[config.mk]
export PLATFORM = sky130hd
export DESIGN_NAME = tank_sensor_emulator_flat
export DESIGN_NICKNAME = d
export VERILOG_FILES = /design/src/rtl/tank_sensor_emulator_if.sv /design/src/rtl/tank_sensor_emulator.sv /design/src/flat_wrapper.sv
export SDC_FILE = /design/constraint.sdc
export NUM_CORES = 1
export LEC_CHECK = 0
export CORE_ASPECT_RATIO = 1.2
export CORE_MARGIN = 3
export CORE_UTILIZATION = 51
export DETAILED_ROUTE_END_ITERATION = 6
export HOLD_SLACK_MARGIN = 0.02
export PLACE_DENSITY = 0.76
export SLEW_MARGIN = 15
export SYNTH_ARGS = -nofsm -noshare
export SYNTH_HDL_FRONTEND = slang
export SYNTH_SLANG_ARGS = --single-unit
[constraint.sdc]
create_clock -name clock -period 3.5 [get_ports clock]
set_input_delay 0.525 -clock clock [delete_from_list [all_inputs] [get_ports clock]]
set_output_delay 0.525 -clock clock [all_outputs]
set_load 0.05 [all_outputs]
[src/rtl/tank_sensor_emulator_if.sv]
// Actuator/sensor bundle between the irrigation controller and the tank plant model.
// SENSOR_FAULT_EN adds the fault_inj stuck-at-1 control for the level switches.
interface tank_sensor_emulator_if #(
    parameter int LEVEL_W = 8
);
    logic               Bs;
    logic               Vs;
    logic               Ve;
    logic               load_en;
    logic [LEVEL_W-1:0] load_level;
`ifdef SENSOR_FAULT_EN
    logic [2:0]         fault_inj;
`endif
    logic               H;
    logic               M;
    logic               L;
    logic               Us;
    logic [LEVEL_W-1:0] level;
    logic               overflow;
    logic               dry_run;

`ifdef SENSOR_FAULT_EN
    modport master (
        output Bs, Vs, Ve, load_en, load_level, fault_inj,
        input  H, M, L, Us, level, overflow, dry_run
    );
    modport slave (
        input  Bs, Vs, Ve, load_en, load_level, fault_inj,
        output H, M, L, Us, level, overflow, dry_run
    );
`else
    modport master (
        output Bs, Vs, Ve, load_en, load_level,
        input  H, M, L, Us, level, overflow, dry_run
    );
    modport slave (
        input  Bs, Vs, Ve, load_en, load_level,
        output H, M, L, Us, level, overflow, dry_run
    );
`endif
endinterface

[src/rtl/tank_sensor_emulator.sv]
// Closed-loop tank/soil plant model: turns pump/valve commands into level switches and humidity flag.
// Optional macro SENSOR_FAULT_EN enables stuck-at-1 injection on the H/M/L switch outputs.
module tank_sensor_emulator #(
    parameter int LEVEL_W    = 8,
    parameter int FULL_LEVEL = 200,
    parameter int H_THRESH   = 180,
    parameter int M_THRESH   = 100,
    parameter int L_THRESH   = 30,
    parameter int FILL_STEP  = 4,
    parameter int SPRK_STEP  = 3,
    parameter int DRIP_STEP  = 1,
    parameter int PUMP_DELAY = 3,
    parameter int US_THRESH  = 120,
    parameter int TICK_DIV   = 1000
) (
    input  logic                   clock,
    input  logic                   reset,
    tank_sensor_emulator_if.slave  bus
);
    localparam int SW      = LEVEL_W + 2;
    localparam int SPIN_W  = (PUMP_DELAY > 1) ? $clog2(PUMP_DELAY) : 1;
    localparam int PRESC_W = (TICK_DIV > 1) ? $clog2(TICK_DIV) : 1;

    localparam logic [PRESC_W-1:0] PRESC_LAST = PRESC_W'(TICK_DIV - 1);
    localparam logic [SPIN_W-1:0]  SPIN_LAST  = SPIN_W'(PUMP_DELAY - 1);

    localparam logic [LEVEL_W-1:0] FULL_L = LEVEL_W'(FULL_LEVEL);
    localparam logic [LEVEL_W-1:0] H_TH   = LEVEL_W'(H_THRESH);
    localparam logic [LEVEL_W-1:0] M_TH   = LEVEL_W'(M_THRESH);
    localparam logic [LEVEL_W-1:0] L_TH   = LEVEL_W'(L_THRESH);
    localparam logic [LEVEL_W-1:0] US_TH  = LEVEL_W'(US_THRESH);

    localparam logic signed [SW-1:0] ZERO_S      = '0;
    localparam logic signed [SW-1:0] FULL_S      = SW'(FULL_LEVEL);
    localparam logic signed [SW-1:0] MOIST_MAX_S = SW'((1 << LEVEL_W) - 1);
    localparam logic signed [SW-1:0] FILL_S      = SW'(FILL_STEP);
    localparam logic signed [SW-1:0] SPRK_S      = SW'(SPRK_STEP);
    localparam logic signed [SW-1:0] DRIP_S      = SW'(DRIP_STEP);
    localparam logic signed [SW-1:0] WET2_S      = SW'(2);
    localparam logic signed [SW-1:0] WET1_S      = SW'(1);
    localparam logic signed [SW-1:0] DRY1_S      = -SW'(1);

    typedef enum logic [1:0] {
        OFF    = 2'd0,
        SPINUP = 2'd1,
        RUN    = 2'd2
    } pump_state_t;

    function automatic logic [LEVEL_W-1:0] sat_level(input logic signed [SW-1:0] v);
        if (v < ZERO_S)      return '0;
        else if (v > FULL_S) return FULL_L;
        else                 return v[LEVEL_W-1:0];
    endfunction

    function automatic logic [LEVEL_W-1:0] sat_moist(input logic signed [SW-1:0] v);
        if (v < ZERO_S)           return '0;
        else if (v > MOIST_MAX_S) return '1;
        else                      return v[LEVEL_W-1:0];
    endfunction

    pump_state_t          state_q, state_nxt;
    logic [SPIN_W-1:0]    spin_q, spin_nxt;
    logic [PRESC_W-1:0]   presc_q;
    logic [LEVEL_W-1:0]   level_q, level_nxt;
    logic [LEVEL_W-1:0]   moist_q, moist_nxt;
    logic                 h_q, m_q, l_q, us_q;
    logic                 overflow_q, dry_run_q;
    logic                 tick;
    logic [2:0]           fault;
    logic signed [SW-1:0] delta, level_sum, moist_inc, moist_sum;

`ifdef SENSOR_FAULT_EN
    assign fault = bus.fault_inj;
`else
    assign fault = 3'b000;
`endif

    assign tick = (presc_q == PRESC_LAST);

    always_comb begin
        state_nxt = state_q;
        spin_nxt  = spin_q;
        if (tick) begin
            case (state_q)
                OFF: begin
                    if (bus.Bs) begin
                        state_nxt = SPINUP;
                        spin_nxt  = '0;
                    end
                end
                SPINUP: begin
                    if (!bus.Bs)                 state_nxt = OFF;
                    else if (spin_q == SPIN_LAST) state_nxt = RUN;
                    else                          spin_nxt  = spin_q + SPIN_W'(1);
                end
                RUN: begin
                    if (!bus.Bs) state_nxt = OFF;
                end
                default: state_nxt = OFF;
            endcase
        end
    end

    // Level and moisture deltas use the pump state before this tick's transition.
    always_comb begin
        delta     = ((state_q == RUN) ? FILL_S : ZERO_S)
                  - (bus.Vs ? SPRK_S : ZERO_S)
                  - (bus.Ve ? DRIP_S : ZERO_S);
        level_sum = $signed({2'b00, level_q}) + delta;

        if (bus.load_en)
            level_nxt = (bus.load_level > FULL_L) ? FULL_L : bus.load_level;
        else if (tick)
            level_nxt = sat_level(level_sum);
        else
            level_nxt = level_q;

        if (bus.Vs && level_q != '0)      moist_inc = WET2_S;
        else if (bus.Ve && level_q != '0) moist_inc = WET1_S;
        else                              moist_inc = DRY1_S;
        moist_sum = $signed({2'b00, moist_q}) + moist_inc;
        moist_nxt = tick ? sat_moist(moist_sum) : moist_q;
    end

    always_ff @(posedge clock) begin
        if (reset) begin
            state_q    <= OFF;
            spin_q     <= '0;
            presc_q    <= '0;
            level_q    <= '0;
            moist_q    <= '0;
            h_q        <= 1'b0;
            m_q        <= 1'b0;
            l_q        <= 1'b0;
            us_q       <= 1'b0;
            overflow_q <= 1'b0;
            dry_run_q  <= 1'b0;
        end else begin
            state_q    <= state_nxt;
            spin_q     <= spin_nxt;
            presc_q    <= tick ? '0 : presc_q + PRESC_W'(1);
            level_q    <= level_nxt;
            moist_q    <= moist_nxt;
            // Switches are sampled from the registered level, hence one cycle behind it.
            h_q        <= (level_q >= H_TH) | fault[2];
            m_q        <= (level_q >= M_TH) | fault[1];
            l_q        <= (level_q >= L_TH) | fault[0];
            us_q       <= (moist_q >= US_TH);
            overflow_q <= overflow_q | (tick && state_q == RUN && level_q == FULL_L);
            dry_run_q  <= dry_run_q | (tick && (bus.Vs || bus.Ve) && level_q == '0);
        end
    end

    assign bus.H        = h_q;
    assign bus.M        = m_q;
    assign bus.L        = l_q;
    assign bus.Us       = us_q;
    assign bus.level    = level_q;
    assign bus.overflow = overflow_q;
    assign bus.dry_run  = dry_run_q;

endmodule

[src/flat_wrapper.sv]
// flat-port wrapper written by rule: the top's interface ports become plain ports
module tank_sensor_emulator_flat 
#(
    parameter int LEVEL_W    = 8,
    parameter int FULL_LEVEL = 200,
    parameter int H_THRESH   = 180,
    parameter int M_THRESH   = 100,
    parameter int L_THRESH   = 30,
    parameter int FILL_STEP  = 4,
    parameter int SPRK_STEP  = 3,
    parameter int DRIP_STEP  = 1,
    parameter int PUMP_DELAY = 3,
    parameter int US_THRESH  = 120,
    parameter int TICK_DIV   = 1000
)
  (clock, reset, bus_Bs, bus_Vs, bus_Ve, bus_load_en, bus_load_level, bus_H, bus_M, bus_L, bus_Us, bus_level, bus_overflow, bus_dry_run);
  tank_sensor_emulator_if #(.LEVEL_W(LEVEL_W)) bus_i ();
  input  logic clock;
  input  logic reset;
  input wire logic [$bits(bus_i.Bs)-1:0] bus_Bs;
  input wire logic [$bits(bus_i.Vs)-1:0] bus_Vs;
  input wire logic [$bits(bus_i.Ve)-1:0] bus_Ve;
  input wire logic [$bits(bus_i.load_en)-1:0] bus_load_en;
  input wire logic [$bits(bus_i.load_level)-1:0] bus_load_level;
  output wire logic [$bits(bus_i.H)-1:0] bus_H;
  output wire logic [$bits(bus_i.M)-1:0] bus_M;
  output wire logic [$bits(bus_i.L)-1:0] bus_L;
  output wire logic [$bits(bus_i.Us)-1:0] bus_Us;
  output wire logic [$bits(bus_i.level)-1:0] bus_level;
  output wire logic [$bits(bus_i.overflow)-1:0] bus_overflow;
  output wire logic [$bits(bus_i.dry_run)-1:0] bus_dry_run;
  assign bus_i.Bs = bus_Bs;
  assign bus_i.Vs = bus_Vs;
  assign bus_i.Ve = bus_Ve;
  assign bus_i.load_en = bus_load_en;
  assign bus_i.load_level = bus_load_level;
  assign bus_H = bus_i.H;
  assign bus_M = bus_i.M;
  assign bus_L = bus_i.L;
  assign bus_Us = bus_i.Us;
  assign bus_level = bus_i.level;
  assign bus_overflow = bus_i.overflow;
  assign bus_dry_run = bus_i.dry_run;
  tank_sensor_emulator #(.LEVEL_W(LEVEL_W), .FULL_LEVEL(FULL_LEVEL), .H_THRESH(H_THRESH), .M_THRESH(M_THRESH), .L_THRESH(L_THRESH), .FILL_STEP(FILL_STEP), .SPRK_STEP(SPRK_STEP), .DRIP_STEP(DRIP_STEP), .PUMP_DELAY(PUMP_DELAY), .US_THRESH(US_THRESH), .TICK_DIV(TICK_DIV)) u_core (.clock(clock), .reset(reset), .bus(bus_i));
endmodule
# [Yosys cells after proc, flatten, opt, wreduce, memory -nomap -nowiden]
# Index checks and enable logic that the tools add are counted.
[word_totals] out_inout_bits=14 inputBits=14 reg_bits=36 elab_cells=74
[op_classes] n_eq_ne=10 add_sub_neg=6 order_cmp=9 mux=21 bitwise_logic=2 n_reduce_logical=15
[ops] operator="$mux W8" count=7
[ops] operator="$add A9 B10 Y10" count=2
[ops] operator="$gt A10 B9 Y1 const B" count=2
[ops] operator="$lt A10 B1 Y1 const B" count=2
[ops] operator="$mux W10" count=2
[ops] operator="$sub A10 B10 Y10" count=2
[ops] operator="$ge A8 B7 Y1 const B" count=2
[ops] operator="$mux W2" count=8
[ops] operator="$add A10 B1 Y10 const B" count=1
[ops] operator="$eq A10 B10 Y1 const B" count=1
[ops] operator="$eq A8 B8 Y1 const B" count=1
[ops] operator="$ge A8 B5 Y1 const B" count=1
[ops] operator="$ge A8 B8 Y1 const B" count=1
[ops] operator="$gt A8 B8 Y1 const B" count=1
[ops] operator="$logic_not A8 Y1" count=1
[ops] operator="$ne A2 B2 Y1 const B" count=4
[ops] operator="$reduce_bool A8 Y1" count=1
[ops] operator="$logic_and A1 B1 Y1" count=6
[ops] operator="$pmux W2 S3" count=1
[ops] operator="$reduce_and A5 Y1" count=1
[ops] operator="$eq A2 B2 Y1 const B" count=2
[ops] operator="$pmux W2 S2" count=1
[ops] operator="$reduce_and A4 Y1" count=1
[ops] operator="$reduce_bool A2 Y1" count=2
[ops] operator="other kinds (9)" count=10

# [Longest topological paths before layout]
# Gate-level depths: netlist of run 1.
[depth] depth_word=10 ltp_mapped=13 depth_no_buf=13

# [Worst setup path before layout of run 1]
# Ideal clock, no wire load.
[synth_path] kind="reg2reg" start="register u_core.level_q[4] (netlist: u_core.bus.level[4])" end="register u_core.moist_q[0]" period_less_slack_ps=3507 required_ps=3366 setup_slack_ps=-7 t_arrival_ps=3372 setup_time_ps=134 stages_incl_launch_ff=13 path_buffers=0 cell_sequence="dfxtp_1 -> inv_1 -> ha_1 -> nor3b_1 -> a32oi_1 -> inv_1 -> ha_1 -> a211oi_1 -> nor2_1 -> o41a_1 -> and3_1 -> o21ai_1 -> nand2_1"
[synth_via] elab_chain_cells=8 elab_cells_between_ends=10 classes_between="add/sub: 1; order compare: 2; mux: 4; reduce/logical: 3"
[synth_lines] item="from (decl)" line_no="tank_sensor_emulator.sv:64" text="logic [LEVEL_W-1:0] level_q, level_nxt;"
[synth_lines] item="from (signal assigned)" line_no="tank_sensor_emulator.sv:142" text="level_q <= level_nxt;"
[synth_lines] item="$reduce_bool A8 Y1 *" line_no="tank_sensor_emulator.sv:118, tank_sensor_emulator.sv:119"
[synth_lines] item="$logic_and A1 B1 Y1" line_no="tank_sensor_emulator.sv:119" text="else if (bus.Ve && level_q != '0) moist_inc = WET1_S;"
[synth_lines] item="$mux W10" line_no="tank_sensor_emulator.sv:119"
[synth_lines] item="$mux W10 *" line_no="tank_sensor_emulator.sv:118" text="if (bus.Vs && level_q != '0) moist_inc = WET2_S;"
[synth_lines] item="$add A9 B10 Y10 *" line_no="tank_sensor_emulator.sv:121" text="moist_sum = $signed({2'b00, moist_q}) + moist_inc;"
[synth_lines] item="$gt A10 B9 Y1" line_no="tank_sensor_emulator.sv:57" text="else if (v > MOIST_MAX_S) return '1;"
[synth_lines] item="$mux W8" line_no="tank_sensor_emulator.sv:57"
[synth_lines] item="$mux W8 *" line_no="tank_sensor_emulator.sv:56" text="if (v < ZERO_S) return '0;"
[synth_lines] item="to (signal assigned)" line_no="tank_sensor_emulator.sv:143" text="moist_q <= moist_nxt;"
[synth_lines] item="to (decl)" line_no="tank_sensor_emulator.sv:65" text="logic [LEVEL_W-1:0] moist_q, moist_nxt;"
# Every way passes the cells marked *; elsewhere a longest branch is shown, timed or not.
# A chain may end at the register's enable or synchronous reset.

# [Worst setup path in the final report of run 1]
[layout_path] start="input port bus_Ve" end="register u_core.level_q[5] (netlist: u_core.bus.level[5])"
[layout_via] elab_chain_cells=8 elab_cells_between_ends=9 classes_between="add/sub: 2; order compare: 2; mux: 5"
[layout_lines] item="from (decl)" line_no="flat_wrapper.sv:22" text="input wire logic [$bits(bus_i.Ve)-1:0] bus_Ve;"
[layout_lines] item="$mux W1 *" line_no="tank_sensor_emulator.sv:108" text="- (bus.Ve ? DRIP_S : ZERO_S);"
[layout_lines] item="$sub A10 B10 Y10 *" line_no="tank_sensor_emulator.sv:108"
[layout_lines] item="$add A9 B10 Y10 *" line_no="tank_sensor_emulator.sv:109" text="level_sum = $signed({2'b00, level_q}) + delta;"
[layout_lines] item="$gt A10 B9 Y1" line_no="tank_sensor_emulator.sv:51" text="else if (v > FULL_S) return FULL_L;"
[layout_lines] item="$mux W8" line_no="tank_sensor_emulator.sv:51"
[layout_lines] item="$mux W8 *" line_no="tank_sensor_emulator.sv:50" text="if (v < ZERO_S) return '0;"
[layout_lines] item="$mux W8 *" line_no="tank_sensor_emulator.sv:113" text="else if (tick)"
[layout_lines] item="$mux W8 *" line_no="tank_sensor_emulator.sv:111" text="if (bus.load_en)"
# Every way passes the cells marked *; elsewhere a longest branch is shown, timed or not. The select of a mux whose other input is x is not followed.

==> reports/results.tsv, run 1 <==
stage	metric	value	unit
status	status	complete, no violations	
timing	drv_slew	0	
floorplan	die_w	69.8	um
power_and_ir_drop	p_leak	1.34	nW
grt	grt_pass1_wl	11100	um
critical_path	regToRegSetupSlack	290	ps
critical_path	r2r-end	u_core.moist_q[6]$_SDFFE_PP0P_	
min_path	worstHoldPathCells	1	
synth	synth_warnings	0	
routing	route.detailed.drc	0	
synth	async_flop_share	0	
timing	fin_crit	3300	ps
routing	vias	2396	
grt	grt_start_max_net_pins	23	
cells_and_area	seq_area	723	sq um
routing	drtIter0Drc	198	
clock_tree	cts_tree	built	
critical_path	path_class	in -> reg	
timing	fmax	303	MHz
clock_tree	clkLatencyLatePin	300	ps
clock_tree	cts_made_buffers	5	
grt	grt_pass1_vias	2323	
routing	via_per_inst	5.84	
power_and_ir_drop	vdd_drop_max	0.000178	V
routing	drt_wl_total	6480	um
critical_path	crit_required	3710	ps
floorplan	rows	27	
placement	io_buffers	27	
power_and_ir_drop	combPwrFrac	0.294	
timing	hold_ws	468	ps
synth	synth_seq_cells	36	
timing	finalSetupViolCount	0	
cells_and_area	syn_to_final_growth	25.8	%
synth	ys.flop_type	dfxtp_1	
floorplan	die-height	82.5	um
clock_tree	cts.path.max_buffers	2	
synth	syn_avg_cell_area	8.36	sq um
critical_path	crit_path_end_kind	flop	
synth	ys_types	47	
power_and_ir_drop	swShare	0.305	
timing	max-slew-margin-rel	0.586	
power_and_ir_drop	netSwitchingPower	342	uW
cells_and_area	final_util	0.672	
synth	synth_cells	298	
routing	dr.pass1.iters	4	
synth	synth_top_area_share	0.289	
timing	finalCritPeriodShare	0.942	
cells_and_area	multi_input_area	1700	sq um
timing	rsz0062_at_grt	no	
synth	synthesis.nets	344	
power_and_ir_drop	internal_power	779	uW
clock_tree	holdBufCountCts	0	
floorplan	pin_count	28	
critical_path	crit_fanout	3	
grt	grt_usage	0.238	
flow_run	drv_cap	0	
floorplan	core	4660	sq um
min_path	min_to	u_core.presc_q[0]$_SDFF_PP0_	
timing	fin_setup_tns	0	ps
timing	hold_violations	0	
clock_tree	clock_sinks	36	
synth	seq_area_frac_synth	0.289	
min_path	hp-start	u_core.presc_q[0]$_SDFF_PP0_	
critical_path	cp-start-kind	input pin	
routing	ant_nets	0	
floorplan	dieArea	5760	sq um
power_and_ir_drop	cellPowerDensity	358	nW/um^2
cells_and_area	diodes	0	
placement	hpwl	4910	um
clock_tree	cts.reportedPaths.clkPinSlew	80	ps
power_and_ir_drop	pwr-share-clk	0.321	
critical_path	worst_r2r_path_depth	13	
synth	synth_area	2490	sq um
clock_tree	htree_levels	2	
cells_and_area	fin_nets	397	
cells_and_area	fill_cells	391	
timing	skew	11.5	ps
timing	worstMarginPinSlew	618	ps
synth	synthTopCellsByArea	dfxtp_1, ha_1, a21oi_1, nor2_1, nand2_1	
min_path	min_path_type	reg -> reg	
floorplan	start_util	0.534	
critical_path	cp.arrival	3510	ps
cells_and_area	drive_gt1_frac	0.134	
synth	synth_edf_count	0	
grt	grt-ovfl-total	0	
clock_tree	cts_root_buffer	clkbuf_8	
routing	avgRoutedWirePerCell	15.8	um
critical_path	r2r-start	u_core.bus.level[4]$_SDFFE_PP0P_	
grt	antenna_found_initial	0	
power_and_ir_drop	seq_power_share	0.384	
synth	synth_top_area_cell	dfxtp_1	
placement	globalplace.congestion	0.865	
## worst max-delay path, stage by stage
cell,delay (ps)
dlygate4sd2_1,250
inv_2,60
fa_2,360
fa_2,350
ha_2,190
fa_1,380
nor2b_2,180
o221ai_2,210
mux2_4,210
nor2_4,50
or4_4,520
a221oi_2,230
## state kept, by name (all words and copies together) (netlist names)
register / flops
u_core.state_q: 2
u_core.bus.H: 1
u_core.bus.Us: 1
u_core.bus.M: 1
u_core.moist_q: 8
u_core.bus.overflow: 1
u_core.spin_q: 2
u_core.bus.dry_run: 1
u_core.presc_q: 10
u_core.bus.level: 8
u_core.bus.L: 1
## cell families (layout without fill, tap and decap cells)
family | count (synthesis) | after routing | synth area share
xor+xnor | 14 | 14 | 0.0492
compound gates | 87 | 87 | 0.242
buf+inv | 26 | 80 | 0.0392
fa+ha+maj | 32 | 32 | 0.173
mux | 1 | 1 | 0.00603
flops | 36 | 36 | 0.289
simple gates | 102 | 102 | 0.201
## power groups by stage
| stage | sequential, mW | clock, mW | combinational [mW] |
|---|---|---|---|
| floorplan | 0.464 | 0 | 0.171 |
| global placement | 0.440 | 0 | 0.302 |
| detailed placement | 0.440 | 0 | 0.308 |
| CTS | 0.431 | 0.366 | 0.317 |
| global route | 0.432 | 0.380 | 0.357 |
| finish | 0.431 | 0.360 | 0.330 |
## per-layer routing
metal  vias to the layer above  wire (um)  global-route usage
met5                         -          0                   0
met4                         0        191               0.105
met3                        23        300              0.0387
met2                        77       3270               0.439
met1                      1107       2720               0.272
li1                       1189          -                   -
## timing repair
action	in CTS	in global routing
setup endpoints to repair	5	8
endpoints found under the hold margin	0	0
resized for setup	7	2
pin swaps	1	1
setup buffers	1	0
## metrics by stage
stage          worst slack (ps)  instances  instance area (sq um)  power, mW
3_3_place_gp               -369        401                   2990      0.742
5_1_grt                    28.1        410                   3130       1.17
3_5_place_dp               -460        401                   2990      0.748
6_report                    203        410                   3130       1.12
4_1_cts                    11.1        410                   3120       1.11
2_1_floorplan              69.3        298                   2490      0.635
## layout by cell type, fill, tap and decap left out, drive strengths merged, types with 6 or more instances in the layout
cell           instances
ha                    28
xnor2                  6
xor2                   8
a21oi                 21
o21ai                 16
a22oi                  9
nand2                 23
nor2                  28
nand3                 10
inv                   21
nor3                  10
clkbuf                 6
a31oi                  7
clkdlybuf4s50         25
dfxtp                 36
buf                   24
## worst max-delay path by stage
stage,to,cells after the start,from,slack [ps]
6_report,u_core.bus.level[5]$_SDFFE_PP0P_,12,bus_Ve,200
5_1_grt,u_core.moist_q[5]$_SDFFE_PP0P_,13,u_core.bus.level[4]$_SDFFE_PP0P_,30
4_1_cts,u_core.bus.level[5]$_SDFFE_PP0P_,12,bus_Vs,10
3_5_place_dp,u_core.bus.level[1]$_SDFFE_PP0P_,14,bus_Ve,-460
3_3_place_gp,u_core.bus.level[5]$_SDFFE_PP0P_,12,bus_Ve,-370
2_1_floorplan,u_core.moist_q[0]$_SDFFE_PP0P_,11,u_core.bus.level[7]$_SDFFE_PP0P_,70
## cell type report
| type | instances | area share |
|---|---|---|
| Multi-Input combinational cell | 236 | 0.542 |
| Sequential cell | 36 | 0.231 |
| Timing Repair Buffer | 51 | 0.144 |
| Inverter | 21 | 0.0252 |
| Clock buffer | 6 | 0.0232 |
| Tap cell | 58 | 0.0232 |
| Clock inverter | 2 | 0.0112 |
## cell usage after synthesis, types with 2 or more instances
cell type / number
or3_1: 5
o211ai_1: 4
a22oi_1: 9
o31a_1: 3
clkbuf_1: 5
or4_1: 2
o21ai_0: 13
a21o_1: 5
xor2_1: 8
dfxtp_1: 36
a221oi_2: 2
a211oi_1: 3
inv_1: 21
o21ai_1: 3
nor3b_1: 2
nand4_1: 4
nand2_1: 23
a211oi_2: 2
nor2_1: 27
a21oi_1: 21
ha_1: 28
xnor2_1: 6
nor2b_1: 4
nor3_1: 10
a31oi_1: 7
nand2b_1: 5
nand3_1: 10
o31ai_1: 5
fa_1: 4
and3_1: 4
(Power assumes the default switching activity.)
==> inputs of run 2 (changes only) <==
Settings changed: CAP_MARGIN set to 20.
==> results of run 2 <==
Same layout as run 1: the final DEF is identical, and so are final timing and power.
==> inputs of run 3 (changes only) <==
Settings changed: PLACE_DENSITY 0.76 to not set, PLACE_DENSITY_LB_ADDON set to 0.05.
==> run 3 against run 2 <==
  * Total power fell by 5.0%
  * Clock skew fell by 1.6 ps
  * Sequential cell count did not move
  * Critical endpoint is now u_core.moist_q[1]$_SDFFE_PP0P_
  * Global-route usage fell by 2.6 points
  * Cell count fell by 1.5%
  * Utilization fell by 0.83 points
  * Via count fell by 3.2%
==> reports/results.tsv, run 3 (synthesis results as in run 1) <==
stage	metric	value	unit	change
critical_path	crit_path_end_kind	flop		unchanged
clock_tree	clock_sinks	36		unchanged
routing	dr.pass1.iters	4		unchanged
floorplan	rows	27		unchanged
cells_and_area	top_register	u_core.presc_q		unchanged
timing	fmax	312	MHz	was 303 MHz
critical_path	cp.arrival	3440	ps	was 3510 ps
floorplan	die-height	82.5	um	unchanged
power_and_ir_drop	cellPowerDensity	345	nW/um^2	was 358 nW/um^2
clock_tree	cts_tree	built		unchanged
cells_and_area	fin_nets	391		was 397
clock_tree	clkLatencyLatePin	290	ps	was 300 ps
power_and_ir_drop	vdd_drop_max	0.000206	V	was 0.000178 V
placement	hpwl	4630	um	was 4910 um
critical_path	crit_required	3730	ps	was 3710 ps
routing	via_per_inst	5.74		was 5.84
cells_and_area	layout_commonest_cell	dfxtp_1		unchanged
critical_path	worst_r2r_path_depth	13		unchanged
placement	globalplace.congestion	0.913		was 0.865
power_and_ir_drop	p_leak	1.31	nW	was 1.34 nW
critical_path	crit_end	u_core.moist_q[1]$_SDFFE_PP0P_		was u_core.bus.level[5]$_SDFFE_PP0P_
timing	finalSetupViolCount	0		unchanged
timing	rsz0062_at_grt	no		unchanged
clock_tree	htree_levels	2		unchanged
floorplan	die_w	69.8	um	unchanged
timing	skew	9.95	ps	was 11.5 ps
cells_and_area	largest_reg_flops	10		unchanged
cells_and_area	final_cell_mix	dfxtp_1, nor2_1, ha_1		unchanged
grt	grt-ovfl-total	0		unchanged
routing	vias	2320		was 2396
timing	max-slew-margin-rel	0.582		was 0.586
grt	antenna_found_initial	0		unchanged
timing	worst_slack	293	ps	was 203 ps
grt	grt_pass1_wl	9880	um	was 11100 um
critical_path	cpMaxStageDelayCell	nor3b_1		was or4_4
critical_path	r2r-start	u_core.bus.level[4]$_SDFFE_PP0P_		unchanged
status	status	complete, no violations		unchanged
cells_and_area	drive_gt1_frac	0.127		was 0.134
routing	avgRoutedWirePerCell	14.8	um	was 15.8 um
timing	fin_crit	3210	ps	was 3300 ps
critical_path	regToRegSetupSlack	290	ps	about the same
cells_and_area	diodes	0		unchanged
min_path	min_path_type	reg -> reg		unchanged
routing	ant_nets	0		unchanged
grt	grt_pass1_vias	2158		was 2323
routing	drt_wl_total	6000	um	was 6480 um
power_and_ir_drop	p_total	1.07	mW	was 1.12 mW
floorplan	dieArea	5760	sq um	unchanged
cells_and_area	syn_to_final_growth	24.2	%	was 25.8%
routing	drtIter0Drc	129		was 198
critical_path	path_class	reg -> reg		was in -> reg
timing	hold_violations	0		unchanged
critical_path	cp-start-kind	flop		was input pin
placement	io_buffers	27		unchanged
critical_path	crit_start	u_core.bus.level[4]$_SDFFE_PP0P_		was bus_Ve
timing	drv_slew	0		unchanged
flow_run	drv_cap	0		unchanged
timing	finalCritPeriodShare	0.916		was 0.942
placement	pre_cts_ws	-465	ps	was -460 ps
routing	route.detailed.drc	0		unchanged
clock_tree	post_cts_buffers	0		was 1
timing	fin_setup_tns	0	ps	unchanged
floorplan	pin_count	28		unchanged
floorplan	start_util	0.534		unchanged
timing	hold_ws	463	ps	was 468 ps
critical_path	path_cells	inv_1, ha_1, nor3b_1, a32oi_1, inv_1, ha_1, a21o_1, a21o_1, or3_1, a211oi_2, buf_4, a22oi_1, nand2_1		was dlygate4sd2_1, inv_2, fa_2, fa_2, ha_2, fa_1, nor2b_2, o221ai_2, mux2_4, nor2_4, or4_4, a221oi_2
clock_tree	cts.path.max_buffers	2		unchanged
critical_path	crit_fanout	8		was 3
timing	worstMarginPinSlew	625	ps	was 618 ps
critical_path	slowest_delay	380	ps	was 520 ps
floorplan	core	4660	sq um	unchanged
clock_tree	cts_root_buffer	clkbuf_8		unchanged
clock_tree	cts_made_buffers	5		unchanged
critical_path	r2r-end	u_core.moist_q[1]$_SDFFE_PP0P_		was u_core.moist_q[6]$_SDFFE_PP0P_
grt	grt_start_max_net_pins	15		was 23
grt	grt_usage	0.212		was 0.238
clock_tree	holdBufCountCts	0		unchanged
clock_tree	cts.reportedPaths.clkPinSlew	70	ps	was 80 ps
==> run 3: cell type report <==
type                       instances  area (sq um)
sequential                        36           723
clock inverter                     1          7.51
inverter                          21          78.8
fill                             418          1570
multi-input combinational        236          1710
clock buffer                       7          86.3
timing repair buffer              45           410
tap                               58          72.6
==> run 3: per-layer routing <==
layer	global-route usage	vias up	wire [um]
li1	-	1181	-
met1	0.251	1071	2640
met2	0.387	53	2940
met3	0.0387	15	263
met4	0.0728	0	146
met5	0	-	0
==> run 3: worst min-delay path by stage <==
stage | from | to | slack [ps] | cells after the start
final | u_core.presc_q[0]$_SDFF_PP0_ | u_core.presc_q[0]$_SDFF_PP0_ | 460 | 1
after global routing | u_core.presc_q[0]$_SDFF_PP0_ | u_core.presc_q[0]$_SDFF_PP0_ | 490 | 1
after CTS | u_core.presc_q[0]$_SDFF_PP0_ | u_core.presc_q[0]$_SDFF_PP0_ | 470 | 1
after detailed placement | u_core.presc_q[0]$_SDFF_PP0_ | u_core.presc_q[0]$_SDFF_PP0_ | 450 | 1
after global placement | u_core.presc_q[0]$_SDFF_PP0_ | u_core.presc_q[0]$_SDFF_PP0_ | 440 | 1
after floorplan | u_core.presc_q[0]$_SDFF_PP0_ | u_core.presc_q[0]$_SDFF_PP0_ | 430 | 1
==> run 3: worst max-delay path: cells and delay by family (launching register included) <==
kind                     cells  cell delay [ps]
AO/OA/AOI/OAI                5              880
adder cells (fa/ha/maj)      2              510
buffers and inverters        3              590
flip-flops                   1              350
AND/OR/NAND/NOR              3              820
==> run 3: power breakdown <==
group	total (mW)	leakage (nW)	switching [mW]	internal (mW)
logic	0.318	0.970	0.173	0.146
clock network	0.314	0.0445	0.154	0.160
registers	0.433	0.293	0.0130	0.420
total	1.07	1.31	0.340	0.725
==> run 3: repair_timing <==
action	4_1_cts	5_1_grt
pin swaps	1	3
endpoints found under the setup margin	6	5
resized for setup	5	8
==> run 3: stage by stage <==
| stage | area, sq um | std cells | utilization |
|---|---|---|---|
| finish | 3090 | 404 | 0.663 |
| global route | 3090 | 404 | 0.663 |
| global placement | 2950 | 396 | 0.633 |
| CTS | 3070 | 404 | 0.658 |
| floorplan | 2490 | 298 | - |
| detailed placement | 2950 | 396 | 0.633 |
